[src/rtl/bin2x2_avg_filter_if.sv]
// Pixel stream bundle for the 2x2 binning stage: upstream pixel input side
// plus the registered binned output side.
interface bin2x2_avg_filter_if #(
  parameter int PIXEL_BIT_WIDTH = 12
) ();
  logic [PIXEL_BIT_WIDTH-1:0] pixel_in;
  logic                       in_valid;
  logic                       in_ready;
  logic [PIXEL_BIT_WIDTH-1:0] pixel_out;
  logic                       out_valid;
  logic                       out_ready;
  logic                       out_last;

  // Drives pixels in and consumes binned pixels.
  modport master (
    output pixel_in, in_valid, out_ready,
    input  in_ready, pixel_out, out_valid, out_last
  );

  // The binning stage itself.
  modport slave (
    input  pixel_in, in_valid, out_ready,
    output in_ready, pixel_out, out_valid, out_last
  );
endinterface

[src/rtl/bin2x2_avg_filter.sv]
// Streaming 2x2 non-overlapping block average: half-width line buffer of
// pair sums from even rows, completed on odd rows into one registered output.
module bin2x2_avg_filter #(
  parameter int PIXEL_BIT_WIDTH = 12,
  parameter int IN_ROWS         = 20,
  parameter int IN_COLS         = 20
) (
  input  logic                 clk,
  input  logic                 reset,
  bin2x2_avg_filter_if.slave   bus
);
  localparam int PW  = PIXEL_BIT_WIDTH;
  localparam int XW  = $clog2(IN_COLS);
  localparam int YW  = $clog2(IN_ROWS);
  localparam int LBN = IN_COLS / 2;
  localparam int LBW = (LBN > 1) ? $clog2(LBN) : 1;

  logic [XW-1:0] x_q, x_d;
  logic [YW-1:0] y_q, y_d;
  logic [PW-1:0] h_q, h_d;
  logic [PW-1:0] pixel_out_q, pixel_out_d;
  logic          out_valid_q, out_valid_d;
  logic          out_last_q, out_last_d;
  logic [PW:0]   lb_q [LBN];

  logic          accept;
  logic          x_last, y_last;
  logic          gen;
  logic [LBW-1:0] lb_idx;
  logic [PW+1:0] sum;

  // Single output register: a drained slot can be refilled in the same cycle.
  assign bus.in_ready = !out_valid_q || bus.out_ready;
  assign accept       = bus.in_valid && bus.in_ready;
  assign x_last       = (x_q == XW'(IN_COLS - 1));
  assign y_last       = (y_q == YW'(IN_ROWS - 1));
  assign gen          = accept && y_q[0] && x_q[0];
  assign lb_idx       = LBW'(x_q >> 1);
  assign sum          = (PW+2)'(lb_q[lb_idx]) + (PW+2)'(h_q) + (PW+2)'(bus.pixel_in);

  always_comb begin
    // NOTE: every next-state value gets its hold default first so no path
    // through the branches below can leave one unassigned and infer a latch.
    x_d         = x_q;
    y_d         = y_q;
    h_d         = h_q;
    pixel_out_d = pixel_out_q;
    out_valid_d = out_valid_q;
    out_last_d  = out_last_q;

    if (accept) begin
      if (x_last) begin
        x_d = '0;
        y_d = y_last ? '0 : y_q + 1'b1;
      end else begin
        x_d = x_q + 1'b1;
      end
      if (!x_q[0]) h_d = bus.pixel_in;
    end

    if (gen) begin
      pixel_out_d = PW'(sum >> 2);
      out_valid_d = 1'b1;
      out_last_d  = y_last && x_last;
    end else if (out_valid_q && bus.out_ready) begin
      out_valid_d = 1'b0;
      out_last_d  = 1'b0;
    end
  end

  // NOTE: state registers use non-blocking assignments so every flop samples
  // the pre-edge values regardless of statement order.
  always_ff @(posedge clk or posedge reset) begin
    if (reset) begin
      x_q         <= '0;
      y_q         <= '0;
      h_q         <= '0;
      pixel_out_q <= '0;
      out_valid_q <= 1'b0;
      out_last_q  <= 1'b0;
    end else begin
      x_q         <= x_d;
      y_q         <= y_d;
      h_q         <= h_d;
      pixel_out_q <= pixel_out_d;
      out_valid_q <= out_valid_d;
      out_last_q  <= out_last_d;
    end
  end

  // NOTE: the line buffer is deliberately not reset: each entry is written on
  // an even row before its odd-row read, so it maps onto plain RAM.
  always_ff @(posedge clk) begin
    if (accept && !y_q[0] && x_q[0]) begin
      lb_q[lb_idx] <= (PW+1)'(h_q) + (PW+1)'(bus.pixel_in);
    end
  end

  assign bus.pixel_out = pixel_out_q;
  assign bus.out_valid = out_valid_q;
  assign bus.out_last  = out_last_q;
endmodule
[src/flat_wrapper.sv]
// flat-port wrapper written by rule: the top's interface ports become plain ports
module bin2x2_avg_filter_flat 
#(
  parameter int PIXEL_BIT_WIDTH = 12,
  parameter int IN_ROWS         = 20,
  parameter int IN_COLS         = 20
)
  (clk, reset, bus_pixel_in, bus_in_valid, bus_out_ready, bus_in_ready, bus_pixel_out, bus_out_valid, bus_out_last);
  bin2x2_avg_filter_if #(.PIXEL_BIT_WIDTH(PIXEL_BIT_WIDTH)) bus_i ();
  input  logic clk;
  input  logic reset;
  input wire logic [$bits(bus_i.pixel_in)-1:0] bus_pixel_in;
  input wire logic [$bits(bus_i.in_valid)-1:0] bus_in_valid;
  input wire logic [$bits(bus_i.out_ready)-1:0] bus_out_ready;
  output wire logic [$bits(bus_i.in_ready)-1:0] bus_in_ready;
  output wire logic [$bits(bus_i.pixel_out)-1:0] bus_pixel_out;
  output wire logic [$bits(bus_i.out_valid)-1:0] bus_out_valid;
  output wire logic [$bits(bus_i.out_last)-1:0] bus_out_last;
  assign bus_i.pixel_in = bus_pixel_in;
  assign bus_i.in_valid = bus_in_valid;
  assign bus_i.out_ready = bus_out_ready;
  assign bus_in_ready = bus_i.in_ready;
  assign bus_pixel_out = bus_i.pixel_out;
  assign bus_out_valid = bus_i.out_valid;
  assign bus_out_last = bus_i.out_last;
  bin2x2_avg_filter #(.PIXEL_BIT_WIDTH(PIXEL_BIT_WIDTH), .IN_ROWS(IN_ROWS), .IN_COLS(IN_COLS)) u_core (.clk(clk), .reset(reset), .bus(bus_i));
endmodule
[config.mk]
export PLATFORM = sky130hd
export DESIGN_NAME = bin2x2_avg_filter_flat
export DESIGN_NICKNAME = d
export VERILOG_FILES = /design/src/rtl/bin2x2_avg_filter_if.sv /design/src/rtl/bin2x2_avg_filter.sv /design/src/flat_wrapper.sv
export SDC_FILE = /design/constraint.sdc
export NUM_CORES = 1
export LEC_CHECK = 0
export ABC_AREA = 1
export BUFFER_PORTS_ARGS = -buffer_cell sky130_fd_sc_hd__buf_4
export CAP_MARGIN = 40
export CORE_AREA = 2 2 105 132
export DETAILED_ROUTE_END_ITERATION = 6
export DIE_AREA = 0 0 107 134
export MAX_ROUTING_LAYER = met4
export PLACE_DENSITY_LB_ADDON = 0.05
export SLEW_MARGIN = 0
export SYNTH_ARGS = -nofsm -noshare
export SYNTH_HDL_FRONTEND = slang
export SYNTH_SLANG_ARGS = --single-unit
export TNS_END_PERCENT = 100
[constraint.sdc]
create_clock -name clk -period 3.55 [get_ports clk]
set_input_delay 0.71 -clock clk [delete_from_list [all_inputs] [get_ports clk]]
set_output_delay 0.71 -clock clk [all_outputs]
set_load 0.05 [all_outputs]
==> metrics.md <==
| Metric | Value |
|---|---|
| Status | completed |
| Met2 wire len | 8930 µm |
| Met3 WL | 864 µm |
| Worst rel slew slack | 41.0% |
| Crit path top cell by count | nand2_1 |
| Setup TNS | 0 ps |
| Layout cell share with drive strength beyond 1 | 17.2% |
| Largest cells by area after synthesis | edfxtp_1 49%, dfrtp_1 11%, nand2_1 7.3% |
| Vias | 5402 |
| Worst-path maximum fanout | 25 |
| Synthesized instance count | 700 |
| First-pass GRT wire length | 27700 µm |
| Clock Skew | 16.7 ps |
| Post-place setup slack | 178 ps |
| Final wirelength | 17400 µm |
| Die H | 134 µm |
| Core region area | 0.0131 mm² |
| WHS | 416 ps |
| Fmax achieved | 0.306 GHz |
| Flop2flop setup slack | 290 ps |
| Detail Route Antenna Nets | 0 |
| Seq/Total Area, Yosys | 60.3% |
| RSZ-0062 raised after global routing | no |
| Final setup margin | 287 ps |
| H-tree depth | 4 |
| Tot GR Track Use | 26.7% |
| Area delta synth->final | 15.0% |
| CP max-delay cell | fa_1 |
| Worst Max-Slew Pin Slew | 879 ps |
| Final hold vios | 0 |
| Max-slew violations | 0 |
| Critical path's largest stage delay | 480 ps |
| Worst-path clk slew | 70 ps |
| Synthesized cell area | 0.00797 mm² |
| Global route overflow | 0 |
| Routed via count divided by cell count | 5.76 |
| # rows | 47 |
| Worst r2r path cells | 17 |
| Worst path cell trace | buf_4 -> nor2_8 -> buf_4 -> a22oi_1 -> a21oi_1 -> nor3_1 -> fa_1 -> inv_1 -> ha_1 -> nand2_1 -> nor2_1 -> and2_1 -> nand2_1 -> nand3_1 -> nand2_1 -> nand3_1 -> nand2_1 |
| Num ports | 31 |
| Top Layer Used | met4 |
| Fin crit share | 91.9% |
| FFs w/ async S/R, synth | 21.7% |
| Share of the synthesized area in the top cell type | 49.0% |
| Ys flop type | edfxtp_1 |
| HPWL after detailed placement | 12200 µm |
| Worst-Skew Late Latency | 430 ps |
| Sink Count | 166 |
| Worst Setup End Kind | flop |
| CTS tree | built |
| Most common cell in the netlist | nand2_1 |
| CTS Hold Bufs | 0 |
| Gpl congestion | 0.958 |
| WS Path Type | reg2reg |
| Largest net degree at the start of global routing | 37 |
| Syn nets | 755 |
| Post-route minimum period | 3260 ps |
| Die area | 0.0143 mm² |
| Vias in the first global route | 5374 |
| Startpoint type of the worst setup path | flop |
| YS warnings | 0 |
| EDFF count, synth | 130 |
| CTS max path bufs | 2 |
| CP Data Required Time | 3860 ps |
| R2r endpoint | u_core.bus.pixel_out[10] |
| # nets final | 809 |
| WL met1 | 7140 µm |
| # diodes | 0 |
| Initial antenna violation count | 0 |
| Largest area contributor in the synthesized netlist | edfxtp_1 |
| DRT iter0 DRCs | 436 |
| Synth cell count leaders | 154 x nand2_1, 130 x edfxtp_1, 65 x inv_1 |
| Max-cap violations | 0 |
| Syn_area_per_cell | 11.4 µm² |
| Root Buffer | clkbuf_16 |
| 1st-pass router iterations | 5 |
| Buffers on Ports | 30 |
| Arrival @ worst endpoint | 3570 ps |
| DRC | 0 |
| Starting density of the core | 60.8% |
| Reg2reg start | u_core.x_q[1] |
| Width of the die | 107 µm |
| Yosys reg bits | 166 |
| CTS Buf Count | 17 |
| HP Class | in2async |
| Wire per inst | 18.6 µm |
| Setup Viol. Count Final | 0 |
| Count of cell types in the netlist | 42 |
-- repair_timing --
item                       in CTS  in global routing
setup buffers                   0                  0
setup endpoints to repair       0                  3
gates resized for setup         0                  4
-- cell families after synthesis --
| family | after synthesis | synth area share (%) |
|---|---|---|
| AND/OR/NAND/NOR | 257 | 14.1 |
| flip-flops | 166 | 60.3 |
| AO/OA/AOI/OAI | 121 | 10.2 |
| buffers and inverters | 90 | 4.76 |
| adder cells (fa/ha/maj) | 39 | 7.35 |
| XOR/XNOR | 16 | 1.76 |
| multiplexers | 11 | 1.52 |
-- flip-flops by register name, summed over array words and instances (netlist names) --
signal and flops:
u_core.h_q 12, u_core.bus.pixel_out 12, u_core.lb_q 130, u_core.bus.out_last 1, u_core.y_q 5, u_core.bus.out_valid 1, u_core.x_q 5
-- area by class of cell --
class,instances,area [µm²]
clock buffers,17,425
clock inverters,15,189
fillers,937,3950
inverters,73,279
multi-input cells,444,2840
flip-flops and latches,166,4800
well taps,171,214
repair buffers,52,415
-- per-stage QoR --
step / std cells / util [%] / area, µm²
floorplan: 700 / - / 7970
global placement: 906 / 65.1 / 8540
detailed placement: 906 / 65.1 / 8540
CTS: 938 / 69.8 / 9160
global route: 938 / 69.9 / 9160
finish: 938 / 69.9 / 9160
-- critical path, delay by kind of cell (launching register included) --
| family | cells | cell delay (ps) |
|---|---|---|
| buffers and inverters | 3 | 450 |
| flip-flops | 1 | 470 |
| adder cells (fa/ha/maj) | 2 | 820 |
| AND/OR/NAND/NOR | 10 | 1160 |
| AO/OA/AOI/OAI | 2 | 240 |
-- worst max path at each step --
stage	start	slack (ps)	endpoint	depth (start not counted)
after detailed placement	u_core.x_q[2]	180	u_core.bus.pixel_out[7]	16
after global placement	u_core.x_q[2]	280	u_core.bus.pixel_out[7]	16
final	u_core.x_q[1]	290	u_core.bus.pixel_out[10]	17
after CTS	u_core.x_q[2]	150	u_core.bus.pixel_out[7]	16
after floorplan	bus_out_ready	520	u_core.lb_q[7][0]	6
after global routing	u_core.x_q[1]	60	u_core.bus.pixel_out[10]	17
-- layout by cell type (no fill, tap or decap), types with 3 or more instances in the layout --
cell type / instances
a21oi_1: 22
a22oi_1: 52
buf_4: 50
clkbuf_16: 17
dfrtp_1: 36
edfxtp_1: 130
fa_1: 12
ha_1: 26
inv_1: 65
inv_2: 6
inv_6: 4
inv_8: 3
mux2_2: 9
nand2_1: 154
nand2_2: 6
nand3_1: 28
nand3b_1: 3
nand4_1: 5
nor2_1: 36
nor3_1: 5
nor3_2: 8
o211ai_1: 4
o211ai_2: 7
o21ai_0: 29
xnor2_1: 3
xor2_1: 13
-- routing by layer --
metal | vias to the layer above | track usage, %
met2 | 187 | 44.6
met5 | - | -
met1 | 2616 | 33.3
met3 | 35 | 3.94
li1 | 2564 | -
met4 | 0 | 9.88
Power is left out: the tool's default activity adds up to more than one toggle a clock period on the data nets, which glitch-free logic cannot reach.
